### config.mk
export PLATFORM = sky130hd
export DESIGN_NAME = button_debounce
export DESIGN_NICKNAME = d
export VERILOG_FILES = /design/src/rtl/button_debounce_pkg.sv /design/src/rtl/sync_2ff.sv /design/src/rtl/button_debounce.sv
export SDC_FILE = /design/constraint.sdc
export NUM_CORES = 1
export LEC_CHECK = 0
export CORE_MARGIN = 5
export CORE_UTILIZATION = 50
export CTS_CLUSTER_DIAMETER = 80
export DETAILED_ROUTE_END_ITERATION = 7
export HOLD_SLACK_MARGIN = 0.15
export PLACE_DENSITY = 0.7
export SYNTH_ARGS = -nofsm -noshare
export SYNTH_HDL_FRONTEND = slang
export SYNTH_HIERARCHICAL = 1
export SYNTH_SLANG_ARGS = --single-unit
### constraint.sdc
create_clock -name clk -period 1.6 [get_ports clk]
set_input_delay 0.32 -clock clk [delete_from_list [all_inputs] [get_ports clk]]
set_output_delay 0.32 -clock clk [all_outputs]
set_load 0.05 [all_outputs]
### src/rtl/button_debounce_pkg.sv
// Shared constants and helpers for the push-button debouncer.
package button_debounce_pkg;

  localparam int SYNC_STAGES = 2;

  // clog2(n), floored at 1 so that a 2-cycle period still has a 1-bit counter.
  function automatic int cnt_width(input longint unsigned n);
    int w;
    w = 0;
    while ((64'd1 << w) < n) w++;
    return (w < 1) ? 1 : w;
  endfunction

endpackage

### src/rtl/sync_2ff.sv
// Flop-chain synchronizer for one asynchronous bit, synchronous active-low reset to 0.
module sync_2ff
  import button_debounce_pkg::*;
#(
  parameter int STAGES = SYNC_STAGES
) (
  input  logic clk,
  input  logic rst,
  input  logic d,
  output logic q
);

  logic [STAGES-1:0] sync_q;

  always_ff @(posedge clk) begin
    if (!rst) sync_q <= '0;
    else      sync_q <= {sync_q[STAGES-2:0], d};
  end

  assign q = sync_q[STAGES-1];

endmodule

### src/rtl/button_debounce.sv
// Debounces one mechanical push-button into a stable registered level.
// Define BUTTON_DEBOUNCE_PULSE_EN to add a one-cycle button_press pulse on each press.
module button_debounce
  import button_debounce_pkg::*;
#(
  parameter int CLK_FREQ        = 95_000,
  parameter int DEBOUNCE_PER_MS = 20
) (
  input  logic clk,
  input  logic rst,
  input  logic button_in,
  output logic button_valid
`ifdef BUTTON_DEBOUNCE_PULSE_EN
  ,
  output logic button_press
`endif
);

  localparam int DEB_CYCLES = CLK_FREQ * DEBOUNCE_PER_MS;
  localparam int CNT_W      = cnt_width(longint'(DEB_CYCLES));
  localparam logic [CNT_W-1:0] CNT_MAX = CNT_W'(DEB_CYCLES - 1);

  if (DEB_CYCLES < 2) begin : g_bad_period
    $error("button_debounce: DEB_CYCLES must be at least 2");
  end

  logic             sync_q2;
  logic [CNT_W-1:0] cnt;

  sync_2ff #(.STAGES(SYNC_STAGES)) u_sync (
    .clk (clk),
    .rst (rst),
    .d   (button_in),
    .q   (sync_q2)
  );

  // Any sample matching the current output restarts the run, so only an
  // unbroken DEB_CYCLES-long disagreement flips the output.
  always_ff @(posedge clk) begin
    if (!rst) begin
      cnt          <= '0;
      button_valid <= 1'b0;
    end else if (sync_q2 == button_valid) begin
      cnt <= '0;
    end else if (cnt == CNT_MAX) begin
      button_valid <= sync_q2;
      cnt          <= '0;
    end else begin
      cnt <= cnt + 1'b1;
    end
  end

`ifdef BUTTON_DEBOUNCE_PULSE_EN
  logic valid_q;

  always_ff @(posedge clk) begin
    if (!rst) begin
      valid_q      <= 1'b0;
      button_press <= 1'b0;
    end else begin
      valid_q      <= button_valid;
      button_press <= button_valid & ~valid_q;
    end
  end
`endif

endmodule

# == After elaboration in Yosys (flattened, before gate mapping) ==
# Cells that the tools add are included.
# word_totals
reg_bits,24
input_bits,3
# op_classes
addsub,1
eq_ne,2
n_bitwise,2
n_reduce_logical,2
# op_table
op,count
"adder 21 x 1 -> 21 bit, second input constant",1
"equality test 21 bit, second input constant",1
OR reduction 3 bit,1
inverter 1 bit,2
AND reduction 2 bit,1
equality test 1 bit,1

# == Longest topological paths before layout ==
# Gate-level depths: netlist of run 1.
# depth
depth_word,3
mapped_depth,6
depth_no_buf,5

# == By module ==
# The synthesis of run 1 kept the hierarchy.
# modules_own_cells
module,instances,cells_each,area_each_um2,seq_area_each_um2
button_debounce,1,112,1017.2,440.4
sync_2ff,1,4,52.6,40.0

# == Worst setup path after synthesis of run 1 ==
# No wires, ideal clock.
# synth_timing
kind,register to register
start,register cnt[0]
end,register cnt[20]
setup_time_ns,0.070
arrival_ns,1.501
path_slack_ns,0.029
stages_incl_launch_ff,6
n_path_buf,0
synth_period_minus_slack_ns,1.571
path_cell_list,dfxtp_1 ha_1 and4_1 nand4_4 or4_1 a21oi_1
# synth_via
elab_chain_cells,2
# synth_lines
element,line_no,rtl
"start, declared",button_debounce.sv:28,logic [CNT_W-1:0] cnt;
"start signal, assigned",button_debounce.sv:49,cnt <= cnt + 1'b1;
"parallel branches: the longest is 2 deep, another holds adder 21 x 1 -> 21 bit",-,
# Several ways; the timed one is not identified.
# A chain may end at the register's enable or synchronous reset.

# == Worst setup path after layout of run 1 ==
# layout_timing
start,register cnt[1]
end,register cnt[20]
# The elaborated chain is that of the path after synthesis.

==> flow_summary_export.csv, run 1 <==
group,metric,value,unit
clock_network,cts-hold-fix-buffers,0,
finish,stdcell_area,0.00130,sq mm
setup_path,r2r_end,"cnt[20]",
placed_design,gp_congestion,0.803,
synth,yosys_register_bits,24,
clock_network,clock-sinks,24,
detailed_routing,postRouteAntennaNets,0,
synth,synth_nets,120,
synth,ys_seq_area_share,44.9,%
setup_path,r2r_start,"cnt[1]",
finish,nets,141,
worst_hold_path,hold_class,"flip-flop to flip-flop",
timing,drv_slew,0,
synth,synth.most_common_cell,"dfxtp_1",
detailed_routing,drtPass1Iterations,4,
setup_path,crit_arrival,1.83,ns
setup_path,start_kind,"flip-flop",
synth,syn_inst,116,
synth,async_reset_ff_share,0,%
finish,syn2layout_area_growth,21.4,%
finish,post_route_cells_drive_above_1_share,24.3,%
setup_path,endpoint_kind,"flip-flop",
synth,synth_edf_count,0,
detailed_routing,top_layer,"met4",
synth,yosysTopAreaCell,"dfxtp_1",
timing,whs,0.460,ns
pwr,vdd_drop_max,499,uV
detailed_routing,drt_iter0_drc,19,
setup_path,required,1.86,ns
detailed_routing,drt-total-wl,2130,um
setup_path,cp_max_fo,9,
grt,grt_pass1_wl,3590,um
floorplanning,chipHeight,56.3,um
setup_path,crit_path_top_delay_cell,"or4_1",
detailed_routing,via_per_inst,5.63,
worst_hold_path,hold_start,"u_sync/sync_q[0]",
detailed_routing,vias,918,
timing,finalSetupViolations,0,
floorplanning,rows,16,
synth,synth_common_cells,"dfxtp_1 (24), nor2_1 (13), xor2_1 (10)",
clock_network,htree_num_levels,1,
synth,syn_area,0.00107,sq mm
synth,synthFlopType,"dfxtp_1",
worst_hold_path,holdPathStages,1,
grt,grt_max_degree,14,
grt,grt_pass1_vias,843,
clock_network,clk_latency,0.31,ns
clock_network,ctsRootBufferMaster,"clkbuf_4",
setup_path,setup.worst_path.class,"flip-flop to flip-flop",
pwr,total_power,0.937,mW
setup_path,cpPeakStageDelay,0.42,ns
pwr,leakage,0.468,nW
setup_path,reg2reg_depth,5,
floorplanning,die_area,0.00316,sq mm
worst_hold_path,worstHoldEndpoint,"u_sync/sync_q[1]",
synth,yosysWarningCount,6,
detailed_routing,drcViolationCount,0,
clock_network,cts-buffers-inserted,3,
outcome,outcome,"completed",
detailed_routing,wl_per_cell,13.1,um
floorplanning,die_w,56.3,um
timing,finalCritPeriodShare,98.3,%
detailed_routing,met2_length,973,um
finish,diodes,0,
timing,fin_crit,1.57,ns
clock_network,cts_buffer_depth,2,
placed_design,dpl_cell_area,0.00121,sq mm
floorplanning,initial_utilization,53.4,%
timing,timing.fmax,636,MHz
detailed_routing,wl_met3,77,um
clock_network,tritoncts,"done",
synth,syn-mean-instance-area,9.22,sq um
pwr,powerDensity,722,mW/mm^2
timing,worstMarginPinSlew,0.249,ns
floorplanning,core,0.00200,sq mm
placed_design,place.port_buffers,3,
grt,grt-ovfl-total,0,
detailed_routing,met1_length,1020,um
timing,setup-tns-final,0,ns
placed_design,dp_hpwl,1440,um
synth,synth_cell_types,26,
floorplanning,io_pins,4,
grt,grt_use_total,14.1,%
setup_path,r2r_slack,0.03,ns
timing,maxSlewHeadroom,83.2,%
synth,ys_top_cells_by_area,"dfxtp_1 (45%), xor2_1 (8.2%), nor2_1 (4.6%)",
timing,finClkSkew,0.00378,ns
grt,antenna_found_initial,0,
clock_network,clk_pin_slew,0.13,ns
setup_path,crit_chain,"ha_4 -> and4_4 -> nand4_4 -> or4_1 -> a21oi_1",
job,drv_cap,0,
finish,utilization,64.9,%
timing,finalHoldViolations,0,
synth,yosysTopAreaCellShare,44.9,%
power breakdown:
group	internal, mW	switching (mW)	total, mW
sequential	0.601	0.00186	0.602
combinational	0.00997	0.00774	0.0177
clock	0.139	0.178	0.317
total	0.750	0.188	0.937
per-layer routing:
metal / vias up / global-route usage (%)
met5: - / 0
met3: 10 / 2.98
met4: 0 / 7.12
met2: 19 / 22.7
met1: 427 / 17.6
li1: 462 / -
worst max path at each step:
stage | startpoint | end
floorplan | cnt[0] | cnt[20]
global placement | cnt[0] | cnt[15]
detailed placement | cnt[0] | cnt[20]
CTS | cnt[0] | cnt[20]
global route | cnt[1] | button_valid
finish | cnt[1] | cnt[20]
layout by cell type (no fill, tap or decap):
| cell | instances |
|---|---|
| and3_2 | 1 |
| a21oi_1 | 7 |
| nand4_1 | 6 |
| clkdlybuf4s50_1 | 2 |
| xnor2_1 | 2 |
| xor2_1 | 10 |
| o31ai_1 | 5 |
| nand4_4 | 1 |
| dfxtp_2 | 3 |
| clkbuf_4 | 3 |
| nand2_1 | 5 |
| nand2_4 | 1 |
| o21ai_2 | 1 |
| ha_4 | 1 |
| and4bb_2 | 1 |
| nand3_1 | 5 |
| or4_1 | 5 |
| and4_1 | 2 |
| dfxtp_1 | 21 |
| o21ai_0 | 3 |
| and3_1 | 1 |
| inv_1 | 3 |
| o21a_1 | 2 |
| nor2_1 | 13 |
| and2_1 | 4 |
| nand2_2 | 1 |
| a21boi_1 | 1 |
| or3_1 | 4 |
| and4_4 | 2 |
| clkbuf_8 | 1 |
| nor3_1 | 1 |
| buf_4 | 17 |
| nand4b_1 | 1 |
worst max-delay path, delay by kind of cell (launching register included):
family | cells | cell delay, ns
AND/OR/NAND/NOR | 3 | 0.81
flip-flops | 1 | 0.41
adder cells (fa/ha/maj) | 1 | 0.16
AO/OA/AOI/OAI | 1 | 0.14
logic make-up after synthesis:
kind of cell             Yosys count  synth area share (%)
adder cells (fa/ha/maj)            1                  1.17
AND/OR/NAND/NOR                   54                  30.9
buffers and inverters              6                  2.46
flip-flops                        24                  44.9
AO/OA/AOI/OAI                     19                  10.8
XOR/XNOR                          12                  9.82
state kept, by name (all words and copies together), names as in the netlist:
signal,count
u_sync/sync_q,2
button_valid,1
cnt,21
through the flow:
step	instances	setup WS [ns]
finish	163	0.0265
global route	163	-0.0368
CTS	159	0.000201
detailed placement	155	0.0176
global placement	155	0.0726
floorplan	116	0.0292
repair_timing:
item                                    in CTS  in global routing
setup buffers                                0                  4
endpoints found under the setup margin       9                 22
resized for setup                            1                  9
pin swaps                                    0                  2
layout make-up:
cell class / count / area [sq um]
clock buffers: 4 / 36.3
fillers: 167 / 703
repair buffers: 19 / 148
flip-flops and latches: 24 / 484
well taps: 27 / 33.8
inverters: 3 / 11.3
multi-input cells: 86 / 586
(Power assumes the default switching activity.)
==> run 2, diff against run 1 <==
--- a/config.mk
+++ b/config.mk
@@ -9,8 +9,10 @@
 export CORE_UTILIZATION = 50
 export CTS_CLUSTER_DIAMETER = 80
 export DETAILED_ROUTE_END_ITERATION = 7
+export GPL_ROUTABILITY_DRIVEN = 0
 export HOLD_SLACK_MARGIN = 0.15
 export PLACE_DENSITY = 0.7
+export SLEW_MARGIN = 20
 export SYNTH_ARGS = -nofsm -noshare
 export SYNTH_HDL_FRONTEND = slang
 export SYNTH_HIERARCHICAL = 1
==> results of run 2 <==
Final layout, timing and power as in run 1 (identical DEF).
